==> src/rtl/lsu_pkg.sv <==
// Shared types and helpers for the RV32I load/store unit: FSM state encoding,
// funct3 size/sign constants, byte-enable generation, load lane extract/extend
// and the legality/alignment check.
package lsu_pkg;

  typedef enum logic [1:0] {
    S_IDLE = 2'd0,
    S_REQ  = 2'd1,
    S_RESP = 2'd2,
    S_ERR  = 2'd3
  } lsu_state_t;

  localparam logic [2:0] F3_B  = 3'b000;
  localparam logic [2:0] F3_H  = 3'b001;
  localparam logic [2:0] F3_W  = 3'b010;
  localparam logic [2:0] F3_BU = 3'b100;
  localparam logic [2:0] F3_HU = 3'b101;

  // Byte enables for an access of the size encoded in funct3 at byte offset a
  function automatic logic [3:0] lane_sel(input logic [2:0] f3, input logic [1:0] a);
    case (f3)
      F3_B, F3_BU: lane_sel = 4'b0001 << a;
      F3_H, F3_HU: lane_sel = a[1] ? 4'b1100 : 4'b0011;
      default:     lane_sel = 4'b1111;
    endcase
  endfunction

  // Shift the addressed lane down to bit 0, then sign- or zero-extend
  function automatic logic [31:0] load_extend(input logic [2:0] f3, input logic [31:0] word,
                                              input logic [1:0] a);
    logic [31:0] lane;
    lane = word >> {a, 3'b000};
    case (f3)
      F3_B:    load_extend = {{24{lane[7]}}, lane[7:0]};
      F3_H:    load_extend = {{16{lane[15]}}, lane[15:0]};
      F3_BU:   load_extend = {24'b0, lane[7:0]};
      F3_HU:   load_extend = {16'b0, lane[15:0]};
      default: load_extend = lane;
    endcase
  endfunction

  // Illegal funct3 for the direction, or an address not aligned to the access size
  function automatic logic access_bad(input logic [2:0] f3, input logic is_load,
                                      input logic [1:0] a);
    logic bad_f3;
    if (is_load) bad_f3 = (f3 == 3'b011) || (f3 == 3'b110) || (f3 == 3'b111);
    else         bad_f3 = (f3 == 3'b011) || f3[2];
    access_bad = bad_f3 || ((f3[1:0] == 2'b01) && a[0]) || ((f3[1:0] == 2'b10) && (a != 2'b00));
  endfunction

endpackage

==> src/rtl/lsu_align.sv <==
// Lane alignment for the load/store unit: store data replication and byte
// enables from the incoming request, load lane extraction/extension from the
// registered request and the returned memory word. Purely combinational.
module lsu_align
  import lsu_pkg::*;
(
  input  logic [2:0]  st_funct3_i,
  input  logic [1:0]  st_addr_lo_i,
  input  logic [31:0] st_data_i,
  output logic [31:0] st_wdata_o,
  output logic [3:0]  sel_o,
  input  logic [2:0]  ld_funct3_i,
  input  logic [1:0]  ld_addr_lo_i,
  input  logic [31:0] ld_rdata_i,
  output logic [31:0] ld_data_o
);

  // Replicate the store operand across every lane it could land in
  always_comb begin
    case (st_funct3_i)
      F3_B:    st_wdata_o = {4{st_data_i[7:0]}};
      F3_H:    st_wdata_o = {2{st_data_i[15:0]}};
      default: st_wdata_o = st_data_i;
    endcase
  end

  assign sel_o     = lane_sel(st_funct3_i, st_addr_lo_i);
  assign ld_data_o = load_extend(ld_funct3_i, ld_rdata_i, ld_addr_lo_i);

endmodule

==> src/rtl/load_store_unit.sv <==
// RV32I load/store front end. Checks the CPU request, holds a word-aligned
// request to mem_manager until mm_done, then pulses completion and returns
// extended load data. Optional REQ timeout abort: define LSU_TIMEOUT_EN.
module load_store_unit
  import lsu_pkg::*;
#(
  parameter int TIMEOUT_CYCLES = 255
) (
  input  logic        clk,
  input  logic        rst,
  input  logic        memRead,
  input  logic        memWrite,
  input  logic [2:0]  funct3,
  input  logic [31:0] address_in,
  input  logic [31:0] data_in_CPU,
  output logic        stall,
  output logic [31:0] data_out_CPU,
  output logic        load_valid,
  output logic        store_done,
  output logic        misaligned,
  output logic        bus_error,
  output logic [31:0] mm_address,
  output logic [31:0] mm_wdata,
  output logic [3:0]  mm_sel,
  output logic        mm_read,
  output logic        mm_write,
  input  logic [31:0] mm_rdata,
  input  logic        mm_done
);

  lsu_state_t  state_q, state_d;
  logic        req, bad, accept;
  logic        load_q;
  logic [31:0] addr_q;
  logic [2:0]  f3_q;
  logic [31:0] wdata_q;
  logic [3:0]  sel_q;
  logic [31:0] data_out_q;
  logic [31:0] wdata_w, ld_ext_w;
  logic [3:0]  sel_w;
  logic        timeout_w;
  logic        in_req;

  // A load wins when both request lines are high
  assign req    = memRead | memWrite;
  assign bad    = access_bad(funct3, memRead, address_in[1:0]);
  assign accept = (state_q == S_IDLE) && req && !bad;
  assign in_req = (state_q == S_REQ);

  lsu_align u_align (
    .st_funct3_i  (funct3),
    .st_addr_lo_i (address_in[1:0]),
    .st_data_i    (data_in_CPU),
    .st_wdata_o   (wdata_w),
    .sel_o        (sel_w),
    .ld_funct3_i  (f3_q),
    .ld_addr_lo_i (addr_q[1:0]),
    .ld_rdata_i   (mm_rdata),
    .ld_data_o    (ld_ext_w)
  );

  // Next-state logic; RESP and ERR always return to IDLE regardless of the CPU
  always_comb begin
    state_d = state_q;
    case (state_q)
      S_IDLE: if (req) state_d = bad ? S_ERR : S_REQ;
      S_REQ: begin
        if (mm_done)        state_d = S_RESP;
        else if (timeout_w) state_d = S_IDLE;
      end
      S_RESP:  state_d = S_IDLE;
      S_ERR:   state_d = S_IDLE;
      default: state_d = S_IDLE;
    endcase
  end

  // State register; reset drops any in-flight request
  always_ff @(posedge clk) begin
    if (rst) state_q <= S_IDLE;
    else     state_q <= state_d;
  end

  // Capture the accepted request; outputs are gated by state so these need no reset
  always_ff @(posedge clk) begin
    if (accept) begin
      load_q  <= memRead;
      addr_q  <= address_in;
      f3_q    <= funct3;
      wdata_q <= wdata_w;
      sel_q   <= sel_w;
    end
  end

  // Load result register: updated only on load completion, held otherwise
  always_ff @(posedge clk) begin
    if (rst)                           data_out_q <= '0;
    else if (in_req && mm_done && load_q) data_out_q <= ld_ext_w;
  end

`ifdef LSU_TIMEOUT_EN
  localparam int CntRaw = $clog2(TIMEOUT_CYCLES + 1);
  localparam int CNT_W  = (CntRaw > 8) ? CntRaw : 8;
  logic [CNT_W-1:0] cnt_q, cnt_d;

  // Count REQ cycles without mm_done; zero outside REQ so each request starts fresh
  always_comb begin
    cnt_d = cnt_q;
    if (!in_req)       cnt_d = '0;
    else if (!mm_done) cnt_d = cnt_q + 1'b1;
  end

  // Timeout counter register
  always_ff @(posedge clk) begin
    if (rst) cnt_q <= '0;
    else     cnt_q <= cnt_d;
  end

  // Expiry on the last allowed REQ cycle; a simultaneous mm_done completes normally
  assign timeout_w = in_req && !mm_done && (cnt_q == CNT_W'(TIMEOUT_CYCLES - 1));
`else
  localparam int unused_timeout_cycles = TIMEOUT_CYCLES;
  assign timeout_w = 1'b0;
`endif

  assign bus_error    = timeout_w;
  assign stall        = accept || in_req;
  assign mm_read      = in_req && load_q;
  assign mm_write     = in_req && !load_q;
  assign mm_address   = in_req ? {addr_q[31:2], 2'b00} : 32'h0;
  assign mm_wdata     = (in_req && !load_q) ? wdata_q : 32'h0;
  assign mm_sel       = in_req ? sel_q : 4'h0;
  assign load_valid   = (state_q == S_RESP) && load_q;
  assign store_done   = (state_q == S_RESP) && !load_q;
  assign misaligned   = (state_q == S_ERR);
  assign data_out_CPU = data_out_q;

endmodule

==> config.mk <==
export PLATFORM = sky130hd
export DESIGN_NAME = load_store_unit
export DESIGN_NICKNAME = d
export VERILOG_FILES = /design/src/rtl/lsu_pkg.sv /design/src/rtl/lsu_align.sv /design/src/rtl/load_store_unit.sv
export SDC_FILE = /design/constraint.sdc
export NUM_CORES = 1
export LEC_CHECK = 0
export BUFFER_PORTS_ARGS = -buffer_cell sky130_fd_sc_hd__buf_2
export CAP_MARGIN = 20
export CORE_MARGIN = 3
export CORE_UTILIZATION = 50
export CTS_BUF_LIST = sky130_fd_sc_hd__clkbuf_8
export DETAILED_ROUTE_END_ITERATION = 7
export PLACE_DENSITY_LB_ADDON = 0.12
export REMOVE_ABC_BUFFERS = 1
export SLEW_MARGIN = 25
export SYNTH_ARGS = -nofsm -noshare
export SYNTH_HDL_FRONTEND = slang
export SYNTH_HIERARCHICAL = 1
export SYNTH_SLANG_ARGS = --single-unit
==> constraint.sdc <==
create_clock -name clk -period 11.7 [get_ports clk]
set_input_delay 2.34 -clock clk [delete_from_list [all_inputs] [get_ports clk]]
set_output_delay 2.34 -clock clk [all_outputs]
set_load 0.01 [all_outputs]
# Yosys cells after proc, flatten, opt, wreduce, memory -nomap -nowiden

Cells that the tools add are included.

Word-level logic and storage cells: 64
Memories: 0
Bits in latches: 0
Input bits: 104
Bits in registers: 106
Bits in read-only memories: 0
Output and inout port bits: 107
Bits in writable memories: 0

Multiply operators: 0
Div/mod/pow operators: 0
Equality and inequality tests: 16
Reductions and logical operators: 26
Add/sub/neg operators: 0
Shift-type cells: 2
Bitwise gates (word level): 1
Mux-type cells: 12
Order comparisons: 0

Operators by type and width:

| cell                                             | number |
|---|---|
| one-hot mux 32 bit (4 select lines)              | 1 |
| two-way mux 32 bit                               | 2 |
| one-hot mux 32 bit (2 select lines)              | 1 |
| right shift 32 x 5 -> 32 bit                     | 1 |
| == test 3 bit (second input constant)            | 6 |
| logical AND 1 bit                                | 10 |
| two-way mux 4 bit                                | 2 |
| one-hot mux 4 bit (2 select lines)               | 1 |
| == test 2 bit (second input constant)            | 3 |
| == test 3 x 1 -> 1 bit (second input constant)   | 2 |
| logical NOT 3 bit                                | 2 |
| logical OR 1 bit                                 | 6 |
| two-way mux 2 bit                                | 3 |
| one-hot mux 2 bit (3 select lines)               | 1 |
| OR reduction 2 bit                               | 3 |
| == test 2 x 1 -> 1 bit (second input constant)   | 2 |
| != test 2 bit (second input constant)            | 2 |
| left shift 1 x 2 -> 4 bit (first input constant) | 1 |
| == test 3 x 2 -> 1 bit (second input constant)   | 1 |
| logical NOT 1 bit                                | 2 |
| logical NOT 2 bit                                | 1 |
| AND reduction 2 bit                              | 1 |
| nonzero test 2 bit                               | 1 |
| two-way mux 1 bit                                | 1 |
| OR 1 bit                                         | 1 |

# Logic depth before layout (Yosys ltp)

Depth after elaboration: 9
Mapped depth: 7
Depth with buffers taken out: 5

# Modules after synthesis

Netlist, hierarchy kept.

Modules (own cells, without submodules):

| module          | cells an instance | area each (um^2) | seq. area each (um^2) | instances |
|---|---|---|---|---|
| load_store_unit | 313               | 3957.5           | 2842.7                | 1 |
| lsu_align       | 163               | 1232.4           | 0.0                   | 1 |

# Worst setup path after synthesis

OpenSTA, ideal clock, no wires.

Path type: input port to flip-flop
Start point: input port funct3[2]
End point: register addr_q[0], enable pin
Buffers on the path: 0
Arrival time: 9.536 ns
Path slack: 1.485 ns
Stages on the path: 3
Required time: 11.021 ns
Setup time: 0.679 ns
Path through: nor4_1 > a31oi_1 > nor4_1

Word-level cells in the longest chain between the ends: 8
Elaborated cells on any way between the ends: 11
Those cells by class: eq/ne: 3; mux: 1; reduce/logical: 7

RTL lines:

| what                                                           | line                         | text |
|---|---|---|
| start, declared                                                | load_store_unit.sv:13        | `input logic [2:0] funct3,` |
| == test 3 x 2 -> 1 bit / == test 3 bit (equally long branches) | lsu_pkg.sv:46, lsu_pkg.sv:47 |  |
| logical OR 1 bit (2 in a row)                                  | lsu_pkg.sv:46                | `if (is_load) bad_f3 = (f3 == 3'b011) \|\| (f3 == 3'b110) \|\| (f3 == 3'b111);` |
| two-way mux 1 bit (*)                                          | lsu_pkg.sv:46                |  |
| logical OR 1 bit (*) (2 in a row)                              | lsu_pkg.sv:48                | `access_bad = bad_f3 \|\| ((f3[1:0] == 2'b01) && a[0]) \|\| ((f3[1:0] == 2'b10) && (a != 2'b00));` |
| logical NOT 1 bit (*)                                          | load_store_unit.sv:47        | `assign accept = (state_q == S_IDLE) && req && !bad;` |
| logical AND 1 bit (*)                                          | load_store_unit.sv:47        |  |
| named net accept                                               | load_store_unit.sv:32        | `logic req, bad, accept;` |
| end signal, assigned                                           | load_store_unit.sv:87        | `addr_q <= address_in;` |
| end, declared                                                  | load_store_unit.sv:34        | `logic [31:0] addr_q;` |

The timed path passes the listed nets; every way through them passes the cells marked *.
A chain may end at the register's enable or synchronous reset.

# Worst setup path in the final report

Start point: input port funct3[0]
End point: output port stall

Word-level cells in the longest chain between the ends: 9
Elaborated cells on any way between the ends: 16
Those cells by class: eq/ne: 5; mux: 1; reduce/logical: 10

RTL lines:

| what                                                           | line                         | text |
|---|---|---|
| == test 3 x 2 -> 1 bit / == test 3 bit (equally long branches) | lsu_pkg.sv:46, lsu_pkg.sv:47 |  |
| logical OR 1 bit (2 in a row)                                  | lsu_pkg.sv:46                |  |
| two-way mux 1 bit                                              | lsu_pkg.sv:46                |  |
| logical OR 1 bit                                               | lsu_pkg.sv:48                |  |
| logical OR 1 bit (*)                                           | lsu_pkg.sv:48                |  |
| logical NOT 1 bit (*)                                          | load_store_unit.sv:47        |  |
| logical AND 1 bit (*)                                          | load_store_unit.sv:47        |  |
| logical OR 1 bit (*)                                           | load_store_unit.sv:126       | `assign stall = accept \|\| in_req;` |
| end, declared                                                  | load_store_unit.sv:16        | `output logic stall,` |

Every way passes the cells marked *; elsewhere a longest branch is shown, timed or not.

==> impl_metrics.env <==
export IMPL_synth_area_sq_um=5190
export IMPL_synthFlopType="edfxtp_1"
export IMPL_swShare_pct=27.29
export IMPL_r2r_start="addr_q[1]"
export IMPL_dpl_cell_count=780
export IMPL_ys_types=41
export IMPL_cp_required_ns=9.36
export IMPL_post_route_util_pct=63.93
export IMPL_avgSynthCellArea_sq_um=10.90
export IMPL_diodes=0
export IMPL_fin_hold_ws_ns=0.4562
export IMPL_hold_viol_final=0
export IMPL_synthAdderAreaFrac_pct=0
export IMPL_fin_crit_sh_pct=49.69
export IMPL_core_area_sq_um=9955
export IMPL_synthArstFlopShare_pct=0
export IMPL_synth_seq_cells=106
export IMPL_timing_rr_end="data_out_CPU[10]"
export IMPL_cts_sinks=106
export IMPL_p_int_uw=558.3
export IMPL_overflow=0
export IMPL_timing_fmax_ghz=0.1720
export IMPL_cp_end_kind="output port"
export IMPL_leakage_nw=2.766
export IMPL_power_switching_uw=209.6
export IMPL_clockBufferDepth=2
export IMPL_post_cts_buffers=0
export IMPL_synthCells=476
export IMPL_worstHoldEndpoint="data_out_CPU[4]"
export IMPL_wl_per_cell_microns=15.62
export IMPL_fill_cells=870
export IMPL_seqCellArea_sq_um=2843
export IMPL_track_usage_pct=21.16
export IMPL_synth_edf_count=72
export IMPL_min_path_cells=2
export IMPL_synth_compound_area_share_pct=11.91
export IMPL_p_comb_share_pct=17.0
export IMPL_yosysWarnings=6
export IMPL_synth_xor_area_share_pct=0.1688
export IMPL_grt_pass1_vias=3987
export IMPL_grt_pass1_wl_microns=19400
export IMPL_synthMuxAreaShare_pct=8.896
export IMPL_wl_microns=12450
export IMPL_cp_start_kind="input port"
export IMPL_relSlewSlack_pct=45.93
export IMPL_slew_violations=0
export IMPL_grt_max_degree=54
export IMPL_cp_arrival_ns=3.47
export IMPL_fin_area_sq_um=6364
export IMPL_ctsHoldBuffers=0
export IMPL_worstMarginPinSlew_ns=0.8066
export IMPL_finalClockSkew_ns=0.01243
export IMPL_cts_root_buffer="clkbuf_8"
export IMPL_initial_core_util_pct=52.14
export IMPL_seqPwrFrac_pct=56.0
export IMPL_synth_top_family_by_area="simple AND/OR/NAND/NOR gates"
export IMPL_viasPerCell=5.162
export IMPL_multi_input_area_sq_um=2086
export IMPL_powerDensity_nw_per_um2=120.7
export IMPL_rsz0062_at_grt="false"
export IMPL_min_from="data_out_CPU[4]"
export IMPL_instances_no_fill=797
export IMPL_setup_tns_final_ns=0
export IMPL_nets=763
export IMPL_cts_buffers_inserted=9
export IMPL_place_area_sq_um=6171
export IMPL_cts_tree="done"
export IMPL_first_iter_violations=287
export IMPL_clk_latency_ns=0.36
export IMPL_crit_path_max_fanout=14
export IMPL_gp_congestion=0.8031
export IMPL_die_w_microns=107.9
export IMPL_hold_path_class="register to register"
export IMPL_post_dp_hpwl_microns=8733
export IMPL_antenna_left=0
export IMPL_dieArea_sq_um=11640
export IMPL_drc=0
export IMPL_finalSetupViolCount=0
export IMPL_h_tree_depth=3
export IMPL_num_vias=4114
export IMPL_vdd_drop_max_mv=0.08301
export IMPL_path_clk_slew_ns=0.09
export IMPL_port_buffers=207
export IMPL_cts_resized=0
export IMPL_drt_pass1_iterations=4
export IMPL_r2r_cells=6
export IMPL_drive_above_1_share_pct=40.36
export IMPL_antenna_found_initial=0
export IMPL_reg2reg_slack_ns=9.41
export IMPL_synth_simple_gate_area_share_pct=18.76
export IMPL_num_io_pins=211
export IMPL_status="complete, no violations"
export IMPL_die_y_microns=107.9
export IMPL_drv_cap=0
export IMPL_power_clock_fraction_pct=27.0
export IMPL_worstSetupPathType="input port to output port"
export IMPL_finalCriticalPeriod_ns=5.814
export IMPL_syn_to_final_growth_pct=22.61
export IMPL_ys_seq_area_share_pct=54.77
export IMPL_rows=36
==> synthesized netlist by cell type, types with 5 or more instances <==
cell	n	area share, %
a21oi_1	57	5.5
a21oi_2	5	0.84
nor2b_1	9	1.1
and2_1	68	8.2
edfxtp_1	72	42
nand2_1	67	4.8
o2bb2ai_1	8	1.4
nor2_1	15	1.1
o22ai_1	8	0.96
mux2i_1	24	4.6
buf_6	6	1.3
or2_2	9	1.1
clkbuf_1	12	0.87
buf_4	15	2.2
buf_2	9	0.87
mux2_2	17	3.7
a211oi_1	7	1.0
dfxtp_1	34	13
==> final cells by class <==
cell class	instances	area share (%)
clock buffer	9	1.947
sequential	106	44.67
tap	133	2.615
inverter	2	0.1180
clock inverter	7	0.8258
multi-input combinational	327	32.78
timing repair buffer	213	17.05
==> how the worst max path moves through the flow <==
| stage | depth (start not counted) | slack (ns) | end | from |
|---|---|---|---|---|
| finish | 5 | 5.89 | stall | funct3[0] |
| global route | 5 | 5.75 | stall | funct3[0] |
| CTS | 5 | 5.87 | stall | funct3[0] |
| detailed placement | 5 | 5.88 | stall | funct3[0] |
| global placement | 5 | 5.90 | stall | funct3[0] |
| floorplan | 3 | 1.48 | addr_q[0] | funct3[2] |
==> routing by layer <==
metal  vias up  part of all wire (%)  track usage, %
li1       2017                     -               -
met1      1913                    40           26.30
met2       171                    50           35.44
met3        13                   9.1           7.319
met4         0                   1.2           5.140
met5         -                     0               0
==> sequential cells by signal, indices dropped and copies added, names as in the netlist <==
signal and cells:
addr_q 32, data_out_CPU 32, wdata_q 32, sel_q 4
f3_q 3, state_q 2, load_q 1
==> worst max-delay path, stage by stage <==
cell	delay (ns)
buf_2	0.23
nor4_1	0.32
a31oi_1	0.13
o31ai_1	0.26
buf_2	0.18
==> cell usage in the layout (no fill, tap or decap), types with 7 or more instances in the layout <==
cell type,instances
a211oi_1,7
a21oi_1,57
and2_1,68
buf_2,207
clkbuf_8,9
dfxtp_1,34
edfxtp_1,72
mux2_2,17
mux2i_1,24
nand2_1,67
nor2_1,15
nor2b_1,9
o22ai_1,8
o2bb2ai_1,8
or2_2,9
==> power groups by stage <==
stage	clock network [mW]	logic, mW	registers [mW]
6_report	0.207	0.131	0.430
5_1_grt	0.228	0.145	0.432
4_1_cts	0.215	0.131	0.431
3_5_place_dp	0	0.130	0.439
3_3_place_gp	0	0.128	0.438
2_1_floorplan	0	0.0688	0.443
==> cell families after synthesis <==
logic type | Yosys count
other cells | 1
compound gates | 95
buf+inv | 45
flops | 106
simple gates | 185
xor+xnor | 1
mux | 43
==> stage by stage <==
step                power (mW)  setup slack [ns]
finish                  0.7679             5.886
floorplan               0.5122             1.485
CTS                     0.7761             5.872
global route            0.8056             5.755
global placement        0.5658             5.904
detailed placement      0.5691             5.878
Power figures use the tool's default switching activity.
